File: src/rtl/addr_decoder.sv
// Mac Plus memory-map decoder: turns the 24-bit CPU byte address and the boot
// overlay flag into registered, mutually exclusive chip selects.
module addr_decoder (
  input  logic        clk,
  input  logic        reset,
  input  logic [23:0] address,
  input  logic        memoryOverlayOn,
  output logic        selectRAM,
  output logic        selectROM,
  output logic        selectSCSI,
  output logic        selectSCC,
  output logic        selectIWM,
  output logic        selectVIA
);

  typedef struct packed {
    logic ram;
    logic rom;
    logic scsi;
    logic scc;
    logic iwm;
    logic via;
  } selects_t;

  selects_t decodeNext;
  selects_t decodeReg;

  always_comb begin
    // NOTE: clearing every select first means no branch can leave one unassigned (no latch).
    decodeNext = '0;
    case (address[23:20])
      4'h0, 4'h1, 4'h2, 4'h3: begin
        // Boot overlay mirrors ROM over low memory until the OS clears it.
        decodeNext.rom = memoryOverlayOn;
        decodeNext.ram = !memoryOverlayOn;
      end
      4'h4:                   decodeNext.rom  = 1'b1;
      4'h5:                   decodeNext.scsi = address[19];
      4'h6:                   decodeNext.ram  = memoryOverlayOn;
      4'h8, 4'h9, 4'hA, 4'hB: decodeNext.scc  = 1'b1;
      4'hC, 4'hD:             decodeNext.iwm  = 1'b1;
      4'hE:                   decodeNext.via  = address[19];
      default:                decodeNext      = '0;
    endcase
  end

  // NOTE: sequential state uses non-blocking assignments so every flop samples pre-edge values.
  always_ff @(posedge clk) begin
    if (reset) begin
      decodeReg <= '0;
    end else begin
      decodeReg <= decodeNext;
    end
  end

  assign selectRAM  = decodeReg.ram;
  assign selectROM  = decodeReg.rom;
  assign selectSCSI = decodeReg.scsi;
  assign selectSCC  = decodeReg.scc;
  assign selectIWM  = decodeReg.iwm;
  assign selectVIA  = decodeReg.via;

endmodule

File: config.mk
export PLATFORM = sky130hd
export DESIGN_NAME = addr_decoder
export DESIGN_NICKNAME = d
export VERILOG_FILES = /design/src/rtl/addr_decoder.sv
export SDC_FILE = /design/constraint.sdc
export NUM_CORES = 1
export LEC_CHECK = 0
export CORE_AREA = 2 2 39 41
export DETAILED_ROUTE_END_ITERATION = 8
export DIE_AREA = 0 0 41 43
export PLACE_DENSITY_LB_ADDON = 0.25
export SETUP_SLACK_MARGIN = 0.05
export SLEW_MARGIN = 10
export SYNTH_ARGS = -nofsm -noshare
export SYNTH_HDL_FRONTEND = slang
export SYNTH_SLANG_ARGS = --single-unit
File: constraint.sdc
create_clock -name clk -period 1 [get_ports clk]
set_clock_uncertainty 0.15 [all_clocks]
set_input_delay 0.1 -clock clk [delete_from_list [all_inputs] [get_ports clk]]
set_output_delay 0.1 -clock clk [all_outputs]
set_load 0.01 [all_outputs]
== After elaboration in Yosys (flattened, before gate mapping) ==
Cells that the tools add are included.
Storage, ports and cells
  flip-flop bits (word level): 6
  input bits: 27
  output and inout bits: 6
  word-level logic and storage cells: 32
Cells by class
  equality and inequality tests: 13
  multiplexer cells: 4
  bitwise operators: 2
  reductions and logical operators: 7
Operators with widths (number)
  $eq A4 B4 Y1 const B: 7
  $eq A4 B3 Y1 const B: 3
  $eq A4 B2 Y1 const B: 2
  $reduce_or A4 Y1: 2
  $reduce_or A2 Y1: 3
  $eq A4 B1 Y1 const B: 1
  $logic_not A4 Y1: 1
  $pmux W1 S2: 2
  $mux W1: 2
  $not A1 Y1: 2
  $logic_not A1 Y1: 1

== Depth between registers and ports, before layout ==
Gate-level depths: netlist of the first run.
  depth in word-level cells: 3
  depth in mapped cells: 2
  depth with buffers taken out: 2

== Worst setup path before layout of the first run ==
No wires, ideal clock.
  path type: input to register
  start: input address[21]
  end: register decodeReg, in the netlist selectROM
  setup time: 0.079 ns
  arrival time: 0.668 ns
  required time: 0.771 ns
  setup slack: 0.102 ns
  stages: 2
  buffers on the path: 0
  cell sequence: or3b_1 a211oi_2
Between the ends
  cells in the longest elaborated chain, start to end: 3
  elaborated cells on any way between the ends: 7
  those cells by class: eq/ne: 4; mux: 1; reduce/logical: 2
RTL lines
  from (decl): RTL line 6  | input logic [23:0] address,
  $eq A4 B1 Y1, or another cell as far along: RTL line 31  | case (address[23:20])
  $reduce_or A4 Y1: RTL line 31
  $pmux W1 S2 (*): RTL line 31
  to (signal assigned): RTL line 52  | decodeReg <= decodeNext;
  to (decl): RTL line 26  | selects_t decodeReg;
Every way passes the cells marked *; elsewhere a longest branch is shown, timed or not.
A chain may end at the register's enable or synchronous reset.

== Final worst setup path of the first run ==
  start: input address[23]
  end: register decodeReg, in the netlist selectVIA
Between the ends
  cells in the longest elaborated chain, start to end: 3
RTL lines (RTL line)
  $eq A4 B4 Y1: 31
  $not A1 Y1 (no source line)
  $reduce_or A2 Y1 (no source line)
No other way between the ends.

==> summary.md, run 1 <==
| Metric | Value |
|---|---|
| Result of the run | `complete, but fails checks` |
| Failing checks | `hold timing` |
| CP Capture Type | `register` |
| Time the final worst path needs with I/O delays and setup | `0.929 ns` |
| Finished Cell Area | `409 um2` |
| Clock transition at the registers of the reported paths | `0.04 ns` |
| Total number of nets in the final design | `69` |
| Die width | `41 um` |
| Post-route DRC violation count | `0` |
| Post-detailed-route count of antenna-violating nets | `0` |
| Layout overhead on the synthesized area | `87.9%` |
| Hold Fails Final Rpt | `1` |
| Via Count | `224` |
| Post-placement setup slack | `-0.400 ns` |
| Count of mapped cells out of synthesis | `20` |
| Number of design-rule violations left by the first detailed-router iteration | `0` |
| Area of the mapped netlist | `218 um2` |
| Worst hold margin | `-0.0612 ns` |
| Cell variety after synth | `10` |
| Antenna diodes | `0` |
| Data required time of the critical path | `1.00 ns` |
| Die area | `1760 um2` |
| Maximum number of pins on one net before global-route repair | `7` |
| Power per cell area | `1330 nW/um2` |
| Via density per instance | `4.00` |
| Crit path launch type | `primary input` |
| Quantity of hold-fixing buffers added after cts | `0` |
| Min-delay worst type | `in2reg` |
| Maximum level of the CTS H-tree | `1` |
| Number of setup buffers added after CTS | `0` |
| Part of the cycle the worst path needs | `92.9%` |
| Count of maximum capacitance violations | `0` |
| Remaining global-route overflow | `0` |
| Total setup violations reported at the end of the flow | `0` |
| FFs w/ async S/R, synth | `0%` |
| Maximum VDD drop | `0.000358 V` |
| Final WL | `544 um` |
| Crit path max fanout | `3` |
| Count of standard-cell rows | `14` |
| Post-detailed-route wirelength per cell | `9.71 um` |
| Transition time of the tightest slew-check pin | `0.189 ns` |
| Vias in the first global route | `227` |
| Utilization after layout | `29.6%` |
| Number of enable flip-flop cells after synthesis | `0` |
| Net count after synthesis | `47` |
| Max Transition Viols Final | `0` |
| Clock Sink Count | `6` |
| Cell area after placement | `398 um2` |
| PortBufs | `13` |
| Core Region | `1380 um2` |
| Cells traversed along the worst timing path | `clkdlybuf4s50_1, nand2_1, nor4b_2` |
| Leading cell types by total area after synthesis | `sky130_fd_sc_hd__dfxtp_1 55%, sky130_fd_sc_hd__nand2b_1 11%, sky130_fd_sc_hd__nor4b_1 8.0%` |
| Ratio of cells with drive above 1 in the final layout | `47.5%` |
| Cell type contributing the most total cell area after synthesis | `sky130_fd_sc_hd__dfxtp_1` |
| Most used DFF post-synth | `sky130_fd_sc_hd__dfxtp_1` |
| Count of warnings emitted by yosys | `0` |
| Max-Slew Margin vs Limit | `87.4%` |
| Initial antenna violation count | `0` |
| Setup Crit Path Kind | `in2reg` |
| Arr. time, crit path | `0.93 ns` |
| DR pass1 iterations | `1` |
| Register area share after synthesis | `55.2%` |
| Critical path buffers and inverters | `1` |
| Highest-delay cell along the critical path | `sky130_fd_sc_hd__clkdlybuf4s50_1` |
| Root buffer selected by CTS | `sky130_fd_sc_hd__clkbuf_4` |
| First-pass GRT wire length | `793 um` |
| Flip-flop and latch count after synthesis | `6` |
| Final Worst Setup Slack | `0.0708 ns` |
| Setup total negative slack | `0 ns` |
| Global-route usage over all layers | `7.13%` |
| Largest delay share family, worst path | `buffers and inverters` |
| Maximum clock rate | `1080 MHz` |
| # IOs | `33` |
| Count of filler cells inserted in the layout | `162` |
| Initial Utilization | `15.7%` |
| Critical Path Max Stage Delay | `0.53 ns` |
| Ranking of synthesized cells by instance count | `6 x sky130_fd_sc_hd__dfxtp_1, 4 x sky130_fd_sc_hd__nand2b_1, 2 x sky130_fd_sc_hd__nor2_1, 2 x sky130_fd_sc_hd__nor4b_1` |
| Max Buffers Root-to-Sink | `2` |
| Dominant cell by count in the synthesized netlist | `sky130_fd_sc_hd__dfxtp_1` |
| Post-Syn Area per Cell | `10.9 um2` |
| Area fraction of the dominant cell type after synthesis | `55.2%` |
| Die Height | `43 um` |
| Routability congestion estimate from global placement | `0.733` |
| Unrepaired setup endpoints after global routing | `yes` |
| Leakage power figure | `0.185 nW` |
| TritonCTS clock tree | `built` |
| Inserted Clock Buffers | `3` |
-- what timing repair did --
item,in CTS,in global routing
hold endpoints to repair,0,1
gates resized for setup,29,6
pin swaps,1,2
endpoints found under the setup margin,11,3
-- kinds of logic after synthesis --
logic type | Yosys count | share of synthesized area [%]
AO/OA/AOI/OAI | 2 | 9.20
AND/OR/NAND/NOR | 12 | 35.6
flip-flops | 6 | 55.2
-- sequential cells by signal (all words and copies together), names as in the netlist --
register,count
selectSCSI,1
selectIWM,1
selectVIA,1
selectROM,1
selectSCC,1
selectRAM,1
-- path summary, 6_finish.rpt --
| path | from | endpoint | depth (start not counted) |
|---|---|---|---|
| max | address[23] | selectVIA | 3 |
| min | address[20] | selectVIA | 2 |
-- layout make-up --
| cell class | instances | area [um2] | share of cell area [%] |
|---|---|---|---|
| multi-input combinational | 14 | 120 | 29.4 |
| tap | 16 | 20.0 | 4.89 |
| sequential | 6 | 120 | 29.4 |
| timing repair buffer | 17 | 126 | 30.9 |
| clock buffer | 3 | 22.5 | 5.50 |
-- placed cells by master, fill, tap and decap left out --
cell type and n:
sky130_fd_sc_hd__nand2_1 1, sky130_fd_sc_hd__or3b_4 1, sky130_fd_sc_hd__or2_1 1, sky130_fd_sc_hd__dlygate4sd2_1 1
sky130_fd_sc_hd__nand2b_4 1, sky130_fd_sc_hd__nand4b_1 1, sky130_fd_sc_hd__clkdlybuf4s15_1 1, sky130_fd_sc_hd__clkdlybuf4s50_1 3
sky130_fd_sc_hd__nor4b_2 2, sky130_fd_sc_hd__a211oi_2 1, sky130_fd_sc_hd__buf_2 6, sky130_fd_sc_hd__dfxtp_1 6
sky130_fd_sc_hd__nand2b_1 3, sky130_fd_sc_hd__dlymetal6s2s_1 1, sky130_fd_sc_hd__nor2_1 2, sky130_fd_sc_hd__a211oi_1 1
sky130_fd_sc_hd__clkbuf_2 1, sky130_fd_sc_hd__clkbuf_4 3, sky130_fd_sc_hd__buf_4 4
-- per-layer routing --
layer  up-vias  wire, um  global-route usage (%)
li1        112         -                       -
met1       105       210                    6.43
met2         7       296                    10.3
met3         0        37                    1.57
met4         0         0                    10.0
met5         -         0                       0
-- stage by stage --
stage | power, mW | cells
6_report | 0.545 | 56
3_3_place_gp | 0.335 | 53
4_1_cts | 0.554 | 56
2_1_floorplan | 0.273 | 20
5_1_grt | 0.575 | 56
3_5_place_dp | 0.336 | 53
-- report_power, final --
| part | internal, mW | switching, mW |
|---|---|---|
| sequential | 0.246 | 0.00104 |
| combinational | 0.0488 | 0.0339 |
| clock | 0.135 | 0.0800 |
Note: power is estimated with default switching activity, not from simulation.
==> run 2: changes to the inputs <==
- PLACE_DENSITY: not set -> 0.69
- PLACE_DENSITY_LB_ADDON: 0.25 -> not set
==> run 2 against run 1 <==
- the run still ends with hold timing left
- power down 0.34%
- sequential share of layout area is 0.35 points lower
- via count decreased by 4.9%
- non-clock buffer count is the same
- wire length is 11% lower
- first-iteration DRC count is the same
- global-route usage decreased by 0.70 points
- maximum frequency decreased by 0.39%
- clock power barely moved
- sequential power is essentially flat
- utilization is 0.36 points higher
==> summary.md, run 2 (synthesis gave the netlist of run 1 again) <==
| Metric | Value |
|---|---|
| Result of the run | `complete, but fails checks` |
| Failing checks | `hold timing` |
| Clock Sink Count | `6` |
| Number of setup buffers added after CTS | `0` |
| Die area | `1760 um2` |
| Critical Path Max Stage Delay | `0.43 ns` |
| Part of the power in the clock network | `39.3%` |
| Inserted Clock Buffers | `3` |
| Worst hold margin | `-0.0565 ns` |
| Max-Slew Margin vs Limit | `87.5%` |
| Power per cell area | `1310 nW/um2` |
| Unrepaired setup endpoints after global routing | `yes` |
| Total setup violations reported at the end of the flow | `0` |
| Post-detailed-route wirelength per cell | `8.66 um` |
| Cell area after placement | `398 um2` |
| Cells traversed along the worst timing path | `clkdlybuf4s50_1, or2_1, a211oi_2` |
| PortBufs | `13` |
| Routability congestion estimate from global placement | `0.689` |
| Maximum level of the CTS H-tree | `1` |
| Initial Utilization | `15.7%` |
| Part of the cycle the worst path needs | `93.3%` |
| Leakage power figure | `0.193 nW` |
| Transition time of the tightest slew-check pin | `0.187 ns` |
| Remaining global-route overflow | `0` |
| Initial antenna violation count | `0` |
| Quantity of hold-fixing buffers added after cts | `0` |
| Final WL | `485 um` |
| Data required time of the critical path | `1.01 ns` |
| Die width | `41 um` |
| Highest-delay cell along the critical path | `sky130_fd_sc_hd__clkdlybuf4s50_1` |
| First-pass GRT wire length | `703 um` |
| Min-delay worst type | `in2reg` |
| Time the final worst path needs with I/O delays and setup | `0.933 ns` |
| Root buffer selected by CTS | `sky130_fd_sc_hd__clkbuf_4` |
| Maximum clock rate | `1070 MHz` |
| Finished Cell Area | `414 um2` |
| Vias in the first global route | `199` |
| Die Height | `43 um` |
| Crit path max fanout | `3` |
| Layout overhead on the synthesized area | `90.2%` |
| # IOs | `33` |
| Clock transition at the registers of the reported paths | `0.04 ns` |
| Ratio of cells with drive above 1 in the final layout | `50.0%` |
| Count of standard-cell rows | `14` |
| Hold Fails Final Rpt | `1` |
| Hold Path Sink | `selectVIA` |
| Global-route usage over all layers | `6.43%` |
| Maximum VDD drop | `0.000291 V` |
| Post-detailed-route count of antenna-violating nets | `0` |
| Arr. time, crit path | `0.94 ns` |
| Utilization after layout | `29.9%` |
| DR pass1 iterations | `1` |
| Maximum number of pins on one net before global-route repair | `7` |
| Crit path launch type | `primary input` |
| Commonest non-fill, non-tap cells in the layout | `6 x sky130_fd_sc_hd__buf_2, 6 x sky130_fd_sc_hd__dfxtp_1, 4 x sky130_fd_sc_hd__buf_4` |
| Via density per instance | `3.80` |
| Core Region | `1380 um2` |
| Number of cells on the worst hold path | `2` |
| Count of filler cells inserted in the layout | `154` |
| CP Capture Type | `register` |
| Setup Crit Path Kind | `in2reg` |
| Number of design-rule violations left by the first detailed-router iteration | `0` |
| Share of total power in combinational logic | `15.2%` |
| Cell-internal power | `0.428 mW` |
| Max Buffers Root-to-Sink | `2` |
| Count of maximum capacitance violations | `0` |
| Via Count | `213` |
| Post-route DRC violation count | `0` |
| TritonCTS clock tree | `built` |
| Switching power of the nets | `0.115 mW` |
| Share of total power in sequential cells | `45.5%` |
| Antenna diodes | `0` |
| Origin of the worst min-delay path | `address[20]` |
| Total number of nets in the final design | `69` |
| Max Transition Viols Final | `0` |
| Switching power share of the total | `21.2%` |
[run 2: how the worst max path moves through the flow]
stage	start	endpoint	slack, ns	depth (start not counted)
after global routing	memoryOverlayOn	selectRAM	0.03	3
after floorplan	address[21]	selectROM	0.10	2
after detailed placement	address[21]	selectROM	-0.40	3
after CTS	memoryOverlayOn	selectRAM	0.05	3
after global placement	address[21]	selectROM	-0.38	3
final	memoryOverlayOn	selectRAM	0.07	3
[run 2: metal layers]
| metal | vias up | GRT usage (%) | wire (um) |
|---|---|---|---|
| li1 | 113 | - | - |
| met1 | 83 | 7.42 | 215 |
| met2 | 15 | 8.13 | 195 |
| met3 | 2 | 0 | 52 |
| met4 | 0 | 10.0 | 21 |
| met5 | - | 0 | 0 |
[run 2: through the flow]
stage | power [mW] | hold WS, ns | setup slack, ns | std cells | setup TNS [ns]
finish | 0.544 | -0.0565 | 0.0671 | 56 | 0
global route | 0.567 | -0.0553 | 0.0251 | 56 | 0
CTS | 0.547 | 0.0689 | 0.0507 | 56 | 0
detailed placement | 0.335 | 0.548 | -0.404 | 53 | -2.01
global placement | 0.335 | 0.551 | -0.379 | 53 | -1.96
floorplan | 0.273 | 0.0146 | 0.102 | 20 | 0
[run 2: cell type report]
type                       instances  area (um2)  area share (%)
timing repair buffer              17         120            29.0
tap                               16        20.0            4.83
multi-input combinational         14         131            31.7
sequential                         6         120            29.0
clock buffer                       3        22.5            5.44
[run 2: critical path: cells and delay by family]
kind	cells	cell delay, ns
and+or+nand+nor	1	0.25
buffers and inverters	1	0.43
AOI/OAI and AO/OA	1	0.17
[run 2: power groups by stage]
stage          registers [mW]  logic [mW]  clock network (mW)
2_1_floorplan           0.256      0.0174                   0
6_report                0.248      0.0825               0.213
3_5_place_dp            0.252      0.0834                   0
4_1_cts                 0.248      0.0754               0.224
5_1_grt                 0.248      0.0896               0.230
3_3_place_gp            0.252      0.0825                   0
[run 2: timing repair]
item	CTS	global route
setup endpoints to repair	10	5
gates cloned	0	0
pin swaps	3	4
resized for setup	30	8
endpoints found under the hold margin	0	1
==> run 3: changes to the inputs <==
- clock period: 1 -> 1.1 ns (I/O delays scaled with it)
==> run 3 against run 2 <==
- the flow now finishes without violations
- final area is 2.7% lower
- global-route usage down 0.20 points
- critical path type is now reg2out
- flip-flop and latch count stayed put
- sequential power fell by 9.3%
- largest power group unchanged
- cell count unchanged
- wire length is 8.5% lower
- largest cell class is now buffers
- highest routed layer unchanged
- non-clock buffer count did not move
==> summary.md, run 3 (synthesis gave the netlist of run 1 again) <==
| Metric | Value |
|---|---|
| Min-delay worst type | `in2reg` |
| Switching power share of the total | `20.2%` |
| Cell area after placement | `398 um2` |
| Post-placement setup slack | `-0.314 ns` |
| Core Region | `1380 um2` |
| Critical Path Max Stage Delay | `0.30 ns` |
| Post-detailed-route wirelength per cell | `7.93 um` |
| Post-detailed-route count of antenna-violating nets | `0` |
| Result of the run | `finished, final reports clean` |
| Final Worst Setup Slack | `0.0812 ns` |
| Initial antenna violation count | `0` |
| DR pass1 iterations | `1` |
| Die area | `1760 um2` |
| Max Buffers Root-to-Sink | `2` |
| # IOs | `33` |
| Count of maximum capacitance violations | `0` |
| Power per cell area | `1210 nW/um2` |
| Inserted Clock Buffers | `3` |
| Setup Crit Path Kind | `reg2out` |
| Count of filler cells inserted in the layout | `152` |
| Leakage power figure | `0.166 nW` |
| Die Height | `43 um` |
| Total number of nets in the final design | `69` |
| Part of the cycle the worst path needs | `92.6%` |
| PortBufs | `13` |
| Total setup violations reported at the end of the flow | `0` |
| TritonCTS clock tree | `built` |
| Hold Fails Final Rpt | `0` |
| Global-route usage over all layers | `6.23%` |
| Maximum VDD drop | `0.000239 V` |
| Time the final worst path needs with I/O delays and setup | `1.02 ns` |
| Post-layout total power | `0.487 mW` |
| Largest delay share family, worst path | `flip-flops` |
| Vias in the first global route | `200` |
| Max-Slew Margin vs Limit | `79.7%` |
| Maximum number of pins on one net before global-route repair | `7` |
| Crit path max fanout | `1` |
| Critical path buffers and inverters | `1` |
| Placed cells | `53` |
| Data required time of the critical path | `0.84 ns` |
| Remaining global-route overflow | `0` |
| Clock Sink Count | `6` |
| Final WL | `444 um` |
| Root buffer selected by CTS | `sky130_fd_sc_hd__clkbuf_4` |
| Cell-internal power | `0.389 mW` |
| Die width | `41 um` |
| Via Count | `208` |
| First-pass GRT wire length | `676 um` |
| Count of standard-cell rows | `14` |
| Crit path launch type | `register` |
| Initial Utilization | `15.7%` |
| Finished Cell Area | `403 um2` |
| Antenna diodes | `0` |
| Highest-delay cell along the critical path | `sky130_fd_sc_hd__dfxtp_1` |
| Share of total power in combinational logic | `14.0%` |
| Unrepaired setup endpoints after global routing | `no` |
| Routability congestion estimate from global placement | `0.689` |
| Part of the power in the clock network | `39.8%` |
| Final std cells w/o fill | `56` |
| Switching power of the nets | `0.0983 mW` |
| Clock transition at the registers of the reported paths | `0.04 ns` |
| Leading cell type in the layout, fill and taps excluded | `sky130_fd_sc_hd__dfxtp_1` |
| CP Capture Type | `primary output` |
| Maximum clock rate | `982 MHz` |
| Post-route DRC violation count | `0` |
| Ratio of cells with drive above 1 in the final layout | `32.5%` |
| Via density per instance | `3.71` |
| Arr. time, crit path | `0.76 ns` |
| Number of design-rule violations left by the first detailed-router iteration | `0` |
| Commonest non-fill, non-tap cells in the layout | `6 x sky130_fd_sc_hd__dfxtp_1, 4 x sky130_fd_sc_hd__nand2b_1, 4 x sky130_fd_sc_hd__clkdlybuf4s50_1, 4 x sky130_fd_sc_hd__clkbuf_2, 4 x sky130_fd_sc_hd__buf_4` |
| Number of setup buffers added after CTS | `0` |
| Layout overhead on the synthesized area | `85.1%` |
| Share of total power in sequential cells | `46.3%` |
| Transition time of the tightest slew-check pin | `0.301 ns` |
| Maximum level of the CTS H-tree | `1` |
| Max Transition Viols Final | `0` |
| Cells traversed along the worst timing path | `clkdlybuf4s15_1` |
==> run 3: cell types whose count changed in the layout (fill, tap and decap cells not counted), sizes merged <==
cell,before,now
dlymetal6s2s,1,0
clkbuf,5,7
dlygate4sd2,2,3
clkdlybuf4s15,0,2
clkdlybuf4s50,2,4
buf,10,4
==> run 3: metrics by stage <==
step                hold WS (ns)  setup TNS [ns]  utilization (%)
global placement           0.561           -1.06             28.8
floorplan                 0.0246               0                -
finish                    0.0850               0             29.1
detailed placement         0.558           -1.12             28.8
global route               0.103               0             29.1
CTS                       0.0790               0             30.0
==> run 3: power by group through the flow <==
stage / clock [mW] / sequential (mW) / combinational [mW]
floorplan: 0 / 0.232 / 0.0158
global placement: 0 / 0.229 / 0.0750
detailed placement: 0 / 0.229 / 0.0759
CTS: 0.204 / 0.225 / 0.0694
global route: 0.209 / 0.225 / 0.0752
finish: 0.194 / 0.225 / 0.0681
==> run 3: path summary, 6_finish.rpt <==
path / slack [ns] / cells after the start / startpoint / endpoint
setup / recovery: 0.08 / 1 / selectROM / selectROM
hold / removal: 0.08 / 2 / address[20] / selectVIA
==> run 3: layout make-up <==
type                            count  area [um2]  area share, %
Clock buffer                        3        22.5           5.59
Multi-Input combinational cell     14         104           25.8
Sequential cell                     6         120           29.8
Tap cell                           16        20.0           4.97
Timing Repair Buffer               17         136           33.9
==> run 3: what timing repair did <==
item	4_1_cts	5_1_grt
pin swaps	2	0
setup endpoints to repair	10	5
hold buffers	0	0
gates resized for setup	14	6
==> run 3: per-layer routing <==
metal / part of all wire [%] / wire (um) / up-vias / track usage, %
met5: 0 / 0 / - / 0
met4: 4.7 / 21 / 0 / 10.0
met3: 11 / 47 / 2 / 0
met2: 40 / 176 / 15 / 8.13
met1: 45 / 198 / 79 / 6.77
li1: - / - / 112 / -
